File: src/rtl/arcade_input_hub.sv
// arcade_input_hub: merges HPS joystick words and PS/2 key events into
// registered active-low player controls with coin stretch and autofire.
module arcade_input_hub #(
   parameter int NPLAYERS = 2,
   parameter int NBTN     = 2,
   parameter int COIN_CYC = 48000,
   parameter int AF_DIV   = 2
) (
   input  logic                         clk_sys,
   input  logic                         reset,
   input  logic [10:0]                  ps2_key,
   input  logic [16*NPLAYERS-1:0]       joy_in,
   input  logic                         cabinet,
   input  logic [NBTN-1:0]              af_en,
   input  logic                         vblank,
   output logic [(4+NBTN)*NPLAYERS-1:0] p_out_n,
   output logic [2*NPLAYERS-1:0]        sys_out_n,
   output logic                         coin_any_n
);
   localparam int          W      = 4 + NBTN;
   localparam logic [15:0] CLOAD  = 16'(COIN_CYC - 1);
   localparam logic [3:0]  AFLAST = 4'(AF_DIV - 1);

   typedef enum logic {IDLE, PULSE} coin_st_t;

   logic [10:0]                   ps2_q;
   logic                          tgl_q;
   logic [1:0][8:0]               key_q, key_d;
   logic [NPLAYERS-1:0][NBTN+5:0] joy_q, joy_d;
   logic                          vb_q, vbp_q, phase_q;
   logic [3:0]                    fcnt_q;
   logic                          ready_q;
   logic [NPLAYERS-1:0]           cprev_q;
   coin_st_t                      cst_q [NPLAYERS];
   coin_st_t                      cst_d [NPLAYERS];
   logic [15:0]                   ccnt_q [NPLAYERS];
   logic [15:0]                   ccnt_d [NPLAYERS];

   logic                          unused_joy;
   logic                          kpr, kne;
   logic [NPLAYERS-1:0][3:0]      dir_raw, dir_rt;
   logic [NPLAYERS-1:0][NBTN-1:0] btn_raw, btn_rt;
   logic [NPLAYERS-1:0]           st_raw, cn_raw, coin_on;
   logic [W*NPLAYERS-1:0]         pw;

   assign unused_joy = ^joy_in;
   assign kpr = ps2_q[9];
   assign kne = ~ps2_q[8];

   // latch bits: [0]R [1]L [2]D [3]U [5:4] btn [6] start [7] coin [8] Fn
   always_comb begin
      key_d = key_q;
      if (ps2_q[10] != tgl_q) begin
         case (ps2_q[7:0])
            8'h74: key_d[0][0] = kpr;
            8'h6B: key_d[0][1] = kpr;
            8'h72: key_d[0][2] = kpr;
            8'h75: key_d[0][3] = kpr;
            8'h29: if (kne) key_d[0][4] = kpr;
            8'h14: if (kne) key_d[0][5] = kpr;
            8'h16: if (kne) key_d[0][6] = kpr;
            8'h2E: if (kne) key_d[0][7] = kpr;
            8'h05: if (kne) key_d[0][8] = kpr;
            8'h34: if (kne) key_d[1][0] = kpr;
            8'h23: if (kne) key_d[1][1] = kpr;
            8'h2B: if (kne) key_d[1][2] = kpr;
            8'h2D: if (kne) key_d[1][3] = kpr;
            8'h1C: if (kne) key_d[1][4] = kpr;
            8'h1B: if (kne) key_d[1][5] = kpr;
            8'h1E: if (kne) key_d[1][6] = kpr;
            8'h36: if (kne) key_d[1][7] = kpr;
            8'h06: if (kne) key_d[1][8] = kpr;
            default: ;
         endcase
      end
      if (NPLAYERS < 2) key_d[1] = '0;
   end

   always_comb begin
      for (int p = 0; p < NPLAYERS; p++) begin
         joy_d[p]   = joy_in[16*p +: NBTN+6];
         dir_raw[p] = joy_q[p][3:0];
         btn_raw[p] = joy_q[p][4 +: NBTN];
         st_raw[p]  = joy_q[p][4+NBTN];
         cn_raw[p]  = joy_q[p][5+NBTN];
         if (p < 2) begin
            dir_raw[p] = dir_raw[p] | key_q[1'(p)][3:0];
            btn_raw[p] = btn_raw[p]
                       | NBTN'({4'b0, key_q[1'(p)][5:4]});
            st_raw[p]  = st_raw[p] | key_q[1'(p)][6]
                       | key_q[1'(p)][8];
            cn_raw[p]  = cn_raw[p] | key_q[1'(p)][7]
                       | key_q[1'(p)][8];
         end
      end
   end

   // upright cabinets fold every pad into P1; start/coin stay separate
   always_comb begin
      dir_rt = dir_raw;
      btn_rt = btn_raw;
      if (!cabinet) begin
         for (int p = 1; p < NPLAYERS; p++) begin
            dir_rt[0] = dir_rt[0] | dir_raw[p];
            btn_rt[0] = btn_rt[0] | btn_raw[p];
         end
      end
      for (int p = 0; p < NPLAYERS; p++) begin
         btn_rt[p]      = btn_rt[p] & ~(af_en & {NBTN{~phase_q}});
         pw[W*p +: W]   = {dir_rt[p][1], dir_rt[p][0],
                           dir_rt[p][3], dir_rt[p][2], btn_rt[p]};
         coin_on[p]     = (cst_q[p] == PULSE);
      end
   end

   always_comb begin
      for (int p = 0; p < NPLAYERS; p++) begin
         cst_d[p]  = cst_q[p];
         ccnt_d[p] = ccnt_q[p];
         unique case (cst_q[p])
            IDLE: begin
               if (cn_raw[p] && !cprev_q[p]) begin
                  cst_d[p]  = PULSE;
                  ccnt_d[p] = CLOAD;
               end
            end
            PULSE: begin
               if (ccnt_q[p] == '0) cst_d[p] = IDLE;
               else ccnt_d[p] = ccnt_q[p] - 16'd1;
            end
         endcase
      end
   end

   // cprev_q starts high so a coin held through reset never fires
   always_ff @(posedge clk_sys or posedge reset) begin
      if (reset) begin
         ps2_q      <= '0;
         tgl_q      <= 1'b0;
         key_q      <= '0;
         joy_q      <= '0;
         vb_q       <= 1'b0;
         vbp_q      <= 1'b0;
         fcnt_q     <= '0;
         phase_q    <= 1'b0;
         ready_q    <= 1'b0;
         cprev_q    <= '1;
         for (int p = 0; p < NPLAYERS; p++) begin
            cst_q[p]  <= IDLE;
            ccnt_q[p] <= '0;
         end
         p_out_n    <= '1;
         sys_out_n  <= '1;
         coin_any_n <= 1'b1;
      end else begin
         ps2_q   <= ps2_key;
         tgl_q   <= ps2_q[10];
         key_q   <= key_d;
         joy_q   <= joy_d;
         vb_q    <= vblank;
         vbp_q   <= vb_q;
         if (vb_q && !vbp_q) begin
            if (fcnt_q == AFLAST) begin
               fcnt_q  <= '0;
               phase_q <= ~phase_q;
            end else begin
               fcnt_q  <= fcnt_q + 4'd1;
            end
         end
         ready_q <= 1'b1;
         cprev_q <= ready_q ? cn_raw : '1;
         for (int p = 0; p < NPLAYERS; p++) begin
            cst_q[p]  <= cst_d[p];
            ccnt_q[p] <= ccnt_d[p];
         end
         p_out_n    <= ~pw;
         sys_out_n  <= ~{coin_on, st_raw};
         coin_any_n <= ~|coin_on;
      end
   end
endmodule
File: config.mk
export PLATFORM = sky130hd
export DESIGN_NAME = arcade_input_hub
export DESIGN_NICKNAME = d
export VERILOG_FILES = /design/src/rtl/arcade_input_hub.sv
export SDC_FILE = /design/constraint.sdc
export NUM_CORES = 1
export LEC_CHECK = 0
export BUFFER_PORTS_ARGS = -buffer_cell sky130_fd_sc_hd__buf_2
export CELL_PAD_IN_SITES_DETAIL_PLACEMENT = 1
export CELL_PAD_IN_SITES_GLOBAL_PLACEMENT = 1
export CORE_MARGIN = 4
export CORE_UTILIZATION = 30
export CTS_CLUSTER_DIAMETER = 120
export DETAILED_ROUTE_END_ITERATION = 12
export PLACE_DENSITY_LB_ADDON = 0.1
export SLEW_MARGIN = 20
export SYNTH_ARGS = -nofsm -noshare
export SYNTH_HDL_FRONTEND = slang
export SYNTH_SLANG_ARGS = --single-unit
export TNS_END_PERCENT = 50
File: constraint.sdc
create_clock -name clk_sys -period 6.65 [get_ports clk_sys]
set_clock_uncertainty 0.1 [all_clocks]
set_input_delay 0 -clock clk_sys [delete_from_list [all_inputs] [get_ports clk_sys]]
set_output_delay 0 -clock clk_sys [all_outputs]
set_load 0.02 [all_outputs]
Yosys cells after proc, flatten, opt, wreduce, memory -nomap -nowiden
Cells that the tools add are included.
{ "word_totals": {"inputBits": 49, "output_inout_bits": 17, "elab_cells": 94, "register_bits": 90} }
{ "op_classes": {"add_sub_neg": 3, "eq_ne": 15, "bitwise": 15, "reduce_logical": 20, "muxes": 16} }
{ "ops": {"columns": ["operator", "count"], "rows": [
  ["$mux 16", 4],
  ["$pmux 16 s2", 2],
  ["$eq 8x7->1 const B", 4],
  ["$logic_not 16->1", 2],
  ["$sub 16x1->16 const B", 2],
  ["$eq 8x5->1 const B", 2],
  ["$eq 8x6->1 const B", 2],
  ["$reduce_and 3->1", 5],
  ["$reduce_and 2->1", 7],
  ["$not 12->12", 1],
  ["$eq 8x3->1 const B", 1],
  ["$mux 4", 2],
  ["$ne 2x2->1 const B", 4],
  ["$mux 1", 5],
  ["$add 4x1->4 const B", 1],
  ["$and 2x2->2", 2],
  ["$eq 4x1->1 const B", 1],
  ["$not 1->1", 4],
  ["$not 4->4", 1],
  ["$or 1x1->1", 4],
  ["$or 4x4->4", 1],
  ["$pmux 1 s2", 2],
  ["$logic_not 1->1", 3],
  ["$logic_and 1x1->1", 2],
  ["other kinds (5)", 5]
]} }

Logic depth before layout (Yosys ltp)
Gate-level depths: netlist (run 1).
{ "logic_depth": {"word_depth": 5, "mapped_depth": 7, "ltp_nobuf": 6} }

Worst setup path after synthesis (run 1)
No wires, ideal clock.
{ "synth_path": {"path_type": "register to register", "start": "reg ccnt_q[18] (netlist name)", "end": "reg ccnt_q[26] (netlist name)", "path_stages_with_launch": 7, "synth_period_minus_slack_ns": 2.166, "arrival_time_ns": 1.927, "path_slack_ns": 4.484, "required_time_ns": 6.410, "path_buffers": 2, "setup_ns": 0.140, "cell_sequence": "dfrtp_1 > or4_1 > buf_2 > or3_1 > buf_2 > o311ai_0 > o41ai_1"} }
{ "synth_via": {"elab_chain_cells": 3} }
{ "synth_lines": {"columns": ["item", "line", "rtl"], "rows": [
  ["start: declaration", "36", "logic [15:0] ccnt_q [NPLAYERS];"],
  ["start signal: indexed assignment", "174", "ccnt_q[p] <= ccnt_d[p];"],
  ["$sub 16x1->16 / $logic_not 16->1 (equally long branches)", "129, 128", null],
  ["$mux 16 / $ne 2x2->1 (equally long branches)", null, null],
  ["$pmux 16 s2 / $reduce_and 2->1 (equally long branches)", null, null]
]} }
Several ways; a longest one is shown, not always the timed one. The select of a mux whose other input is x is not followed.
A chain may end at the register's enable or synchronous reset.

Worst setup path in the final report (run 1)
Ends and elaborated chain as after synthesis.

==> metrics.md, run 1 <==
| Metric | Value |
|---|---|
| Status | `complete, no violations` |
| Max rail drop VDD | `0.162 mV` |
| Post-layout min period | `2.31 ns` |
| Max-slew violation count | `0` |
| Core region area | `0.0114 sq mm` |
| Cell Area, Synth | `0.00348 sq mm` |
| Post-synthesis cell type count | `46` |
| H-tree level count | `3` |
| Row count | `39` |
| Yosys warns | `0` |
| Share of cells above drive strength 1 | `24.4%` |
| Arrival time worst endpoint | `roughly 2.4 ns` |
| FFs w/ async S/R, synth | `100%` |
| Die height | `116 microns` |
| CP Class | `reg2reg` |
| Drt drc | `0` |
| Final GP Congestion | `0.713` |
| Num ports | `66` |
| Synthesized flop and latch total | `85` |
| Final ANT Viol Nets | `0` |
| Setup violators final | `0` |
| Clk_lat worst skew | `0.33 ns` |
| Max-Cap Viols | `0` |
| Type of origin of the critical path | `register` |
| Vias in the first global route | `2,591` |
| Synthesized instance count | `293` |
| Initial antenna violation count | `0` |
| PortBufs | `slightly above 40` |
| Total grt overflow | `0` |
| Critical path required time | `6.75 ns` |
| CTS sink cnt | `85` |
| TNS Setup | `0 ns` |
| Most used flip-flop cell after synthesis | `dfrtp_1` |
| Worst-Margin Slew | `0.892 ns` |
| Number of CTS-inserted buffers | `9` |
| First-pass detailed-route iteration total | `4` |
| Initial Utilization | `30.6%` |
| HPWL Detailed | `slightly above 5000 microns` |
| DR iter-0 viols | `71` |
| CTS tree | `yes` |
| Synthesized net count | `344` |
| # diodes | `0` |
| Final period util | `34.7%` |
| Syn Area/Cell | `11.9 sq um` |
| Post-Layout Cell Count | `around 510` |
| Largest net degree at the start of global routing | `72` |
| RSZ-0062 raised after global routing | `false` |
| Filler cell count | `roughly 1,200` |
| Root buffer cell | `clkbuf_16` |
| Die area | `0.0134 sq mm` |
| All-layer global routing usage | `between 10% and 20%` |
| Placed Area | `0.00382 sq mm` |
| Vias after detailed routing | `2,413` |
| WHS | `between 0.03 and 0.04 ns` |
| Final Hold Viols | `0` |
| Achievable Freq | `433 MHz` |
| Worst-path clk slew | `around 0.060 ns` |
| Placed Cells | `467` |
| First-pass GRT wire length | `12,900 microns` |
| Worst Setup End Kind | `register` |
| Layout area overhead | `26.4%` |
| P per Cell Area | `approximately 300 mW/mm^2` |
| Post-synth EDFFs | `0` |
| Max clock buf depth | `2` |
| Wire per inst | `14.8 microns` |
| Pleak | `~0.002 uW` |
| Nets@finish | `411` |
| Min-Delay Path Class | `in2async` |
| Fin area | `about 0.0044 sq mm` |
| Die Wd | `116 microns` |
| Register area share after synthesis | `61.7%` |
| Final Power | `1330 uW` |
| Total detailed-routing wirelength | `7540 microns` |
| Critical path peak fanout | `7` |
| Max-slew headroom | `40.6%` |
| Vias/cell | `4.75` |
-- per-layer routing --
layer	GRT usage (%)	wire [microns]
met5	0	0
met4	4.41	103
met3	3.13	213
met2	19.8	3550
met1	16.1	3680
-- final cells by class --
type	count	area (sq um)	share of cell area [%]
clock buffers	13	260	5.92
clock inverters	3	67.6	1.54
inverters	15	57.6	1.31
multi-input cells	182	1220	27.8
flip-flops and latches	85	2140	48.8
well taps	143	179	4.07
repair buffers	67	463	10.5
-- cell usage in the layout (no fill, tap or decap), drive strengths merged, types with 3 or more instances in the layout --
master / Yosys / routed
a21oi: 4 / 4
and4: 4 / 4
a31oi: 4 / 4
dlygate4sd3: 0 / 25
nand2b: 5 / 5
xor2: 7 / 7
nand4b: 3 / 3
dfrtp: 71 / 71
clkbuf: 5 / 13
nor2: 23 / 23
xnor2: 9 / 9
inv: 15 / 14
mux2i: 6 / 6
nor3: 16 / 16
dfstp: 14 / 14
nand3b: 3 / 3
nor2b: 3 / 3
mux2: 12 / 12
nand2: 8 / 8
or4: 6 / 6
nand3: 8 / 8
buf: 6 / 42
or3: 8 / 8
o21ai: 14 / 14
nor4: 12 / 12
-- synth_stat cells (all sizes together) (3+ instances only) --
library cell / instances / area share (%)
inv: 15 / 1.6
a21oi: 4 / 0.58
xor2: 7 / 1.8
nand2: 8 / 0.86
nor4: 12 / 2.2
o21ai: 14 / 2.1
mux2: 12 / 3.9
or3: 8 / 1.4
xnor2: 9 / 2.3
nand4b: 3 / 0.76
nor3: 16 / 2.4
a31oi: 4 / 0.72
dfrtp: 71 / 51
nand2b: 5 / 0.90
and4: 4 / 1.0
nor2: 23 / 2.5
buf: 6 / 1.2
nand3: 8 / 1.2
dfstp: 14 / 11
mux2i: 6 / 1.7
clkbuf: 5 / 0.54
or4: 6 / 1.3
nor2b: 3 / 0.54
nand3b: 3 / 0.65
-- timing repair --
item / CTS / global route
hold endpoints to repair: 42 / 0
hold buffers: 25 / 0
gates resized for setup: 0 / 0
buffers inserted: 0 / 0
-- kinds of logic after synthesis --
kind of cell             synth area share, %
AO/OA/AOI/OAI                           6.62
XOR/XNOR                                4.03
adder cells (fa/ha/maj)                0.720
buffers and inverters                   3.31
flip-flops                              61.7
multiplexers                            5.61
other                                  0.216
AND/OR/NAND/NOR                         17.8
-- power by group --
part	leakage, uW	total (uW)	switching (uW)	internal (uW)
sequential	0.00103	625	46.0	579
combinational	0.000774	157	87.9	69.1
clock	0.000156	547	197	350
-- registers in the layout, summed over array words and instances (netlist names), 2 cells and up --
name,flops
key_q,9
ps2_q,11
ccnt_q,32
coin_on,2
p_out_n,8
sys_out_n,4
joy_q,8
fcnt_q,4
-- through the flow --
stage               utilization, %  setup WS (ns)
detailed placement            33.6           4.36
finish                        38.6           4.34
global placement              33.5           4.37
global route                  38.6           4.21
floorplan                        -           4.38
CTS                           38.6           4.36
-- critical path, stage by stage (launching register included) --
cell	delay [ns]
dfrtp_1	0.43
or4_1	0.65
or3_1	0.52
o311ai_0	0.35
o41ai_1	0.13
-- path summary, 6_finish.rpt --
| kind | start | endpoint | cells past startpoint | slack (ns) |
|---|---|---|---|---|
| worst max-delay path | ccnt_q[18] | ccnt_q[26] | 4 | 4.34 |
| worst min-delay path | reset | fcnt_q[3] | 3 | 0.03 |
| worst max register to register | ccnt_q[18] | ccnt_q[26] | 4 | 4.34 |
| worst min register to register | joy_q[1] | p_out_n[5] | 1 | 0.26 |
| max in group asynchronous | reset | ccnt_q[19] | 4 | 5.26 |
| min in group clk_sys | ps2_key[10] | ps2_q[10] | 2 | 0.20 |
Note: power is estimated with default switching activity, not from simulation.
==> run 2, diff against run 1 <==
Clock period 6.65 ns to 2.35 ns, I/O delays scaled along.
==> metrics.md, run 2 (synthesis gave the netlist of run 1 again) <==
| Metric | Value |
|---|---|
| Status | `complete, no violations` |
| RSZ-0062 raised after global routing | `false` |
| CTS tree | `yes` |
| H-tree level count | `3 (unchanged)` |
| Type of origin of the critical path | `register` |
| Critical path required time | `2.51 ns (-4.24 ns)` |
| Total detailed-routing wirelength | `7820 microns (+3.7%)` |
| Top Registers | `ccnt_q x32, ps2_q x11, key_q x9` |
| Post-CTS setup buffer count | `0 (unchanged)` |
| # diodes | `0 (unchanged)` |
| Row count | `39 (unchanged)` |
| Share of cells above drive strength 1 | `26.0% (+1.6 points)` |
| First-pass GRT wire length | `13,500 microns (+5.3%)` |
| Num ports | `66 (unchanged)` |
| GR Util met3 | `4.54% (+1.4 points)` |
| Nets@finish | `419 (+1.9%)` |
| HPWL Detailed | `5250 microns (+4.2%)` |
| Final GP Congestion | `0.735 (+3.0%)` |
| Drt drc | `0 (unchanged)` |
| Core region area | `0.0114 sq mm (unchanged)` |
| Die Wd | `116 microns (unchanged)` |
| DR iter-0 viols | `59 (-17%)` |
| Number of CTS-inserted buffers | `9 (unchanged)` |
| Worst-Margin Slew | `0.684 ns (-0.208 ns)` |
| Max rail drop VDD | `0.453 mV (+180%)` |
| Achievable Freq | `460 MHz (+6.2%)` |
| Pleak | `0.00199 uW (+1.3%)` |
| Root buffer cell | `clkbuf_16` |
| Max-slew headroom | `54.4% (+14 points)` |
| Final Hold Viols | `0 (unchanged)` |
| PortBufs | `41 (unchanged)` |
| Setup violators final | `0 (unchanged)` |
| Max-Cap Viols | `0 (unchanged)` |
| Initial Utilization | `30.6% (unchanged)` |
| CP Class | `reg2reg` |
| Most frequent cells in the layout | `dfrtp_1 (71), buf_2 (41), dlygate4sd3_1 (25), nor2_1 (23)` |
| Die area | `0.0134 sq mm (unchanged)` |
| Met2 Use GR | `22.0% (+2.2 points)` |
| Met1 usage | `16.1% (+0.059 points)` |
| Vias after detailed routing | `2,454 (+1.7%)` |
| Die height | `116 microns (unchanged)` |
| Post-layout min period | `2.17 ns (-0.136 ns)` |
| CTS sink cnt | `85 (unchanged)` |
| First-pass detailed-route iteration total | `4 (unchanged)` |
| P per Cell Area | `818 mW/mm^2 (+170%)` |
| All-layer global routing usage | `13.2% (+0.91 points)` |
| Vias in the first global route | `2,714 (+4.7%)` |
| Arrival time worst endpoint | `2.34 ns (-0.07 ns)` |
| TNS Setup | `0 ns (unchanged)` |
| Critical path peak fanout | `7 (unchanged)` |
| Final ANT Viol Nets | `0 (unchanged)` |
| Commonest non-fill, non-tap cell in the layout | `dfrtp_1` |
| Largest register FFs | `32 (unchanged)` |
| Clk_lat worst skew | `0.34 ns (about the same)` |
| Total grt overflow | `0 (unchanged)` |
| Worst Setup End Kind | `register` |
| Max-slew violation count | `0 (unchanged)` |
| Worst-path clk slew | `0.06 ns (about the same)` |
| Biggest register | `ccnt_q` |
| Vias/cell | `4.76 (+0.12%)` |
| Gr busiest metal | `met2` |
| Final Power | `3630 uW (+170%)` |
| Wire per inst | `15.2 microns (+2.1%)` |
| Layout area overhead | `27.5%` |
| Min-Delay Path Class | `in2async` |
| Largest net degree at the start of global routing | `38 (-47%)` |
| Initial antenna violation count | `0 (unchanged)` |
| Max clock buf depth | `2 (unchanged)` |
| Final period util | `92.5% (+58 points)` |
run 2: power breakdown:
part	switching, uW	leakage (uW)	internal (uW)	total (uW)
registers	134	0.00103	1640	1770
logic	253	0.000815	203	456
clock network	571	0.000140	828	1400
total	958	0.00199	2670	3630
run 2: timing repair:
action / CTS / global route
endpoints found under the hold margin: 60 / 0
setup endpoints to repair: 0 / 1
hold buffers: 25 / 0
resized for setup: 0 / 1
run 2: layout make-up:
type,instances,area [sq um]
clock buffers,11,233
clock inverters,5,60.1
fillers,1242,6940
inverters,15,57.6
multi-input cells,182,1220
flip-flops and latches,85,2140
well taps,143,179
repair buffers,75,536
run 2: worst max-delay path: stages (launching register included):
cell and delay [ns]:
dfrtp_1 0.42, or4_1 0.57, or3_1 0.49, or3_1 0.38
a21oi_1 0.14
run 2: through the flow:
| stage | setup WS, ns | cells | cell area, sq um | util (%) | hold WS [ns] |
|---|---|---|---|---|---|
| 2_1_floorplan | 0.0797 | 293 | 3480 | - | -0.0686 |
| 3_3_place_gp | 0.208 | 475 | 3880 | 34.2 | 0.00842 |
| 3_5_place_dp | 0.145 | 475 | 3880 | 34.2 | 0.00944 |
| 4_1_cts | 0.134 | 516 | 4430 | 38.9 | 0.184 |
| 5_1_grt | 0.0389 | 516 | 4430 | 39.0 | 0.185 |
| 6_report | 0.177 | 516 | 4430 | 39.0 | 0.186 |
run 2: path summary, 6_finish.rpt:
path	startpoint	to	slack, ns	cells past startpoint
max in group asynchronous	reset	sys_out_n[0]	1.25	4
hold / removal	reset	vb_q	0.19	3
setup reg to reg	ccnt_q[18]	ccnt_q[30]	0.18	4
setup / recovery	ccnt_q[18]	ccnt_q[30]	0.18	4
hold reg to reg	joy_q[0]	p_out_n[4]	0.25	1
min in group clk_sys	ps2_key[9]	ps2_q[9]	0.20	2
run 2: metal layers:
metal	vias up	wire, microns
li1	1197	-
met1	1221	3600
met2	29	3880
met3	7	256
met4	0	87
met5	-	0
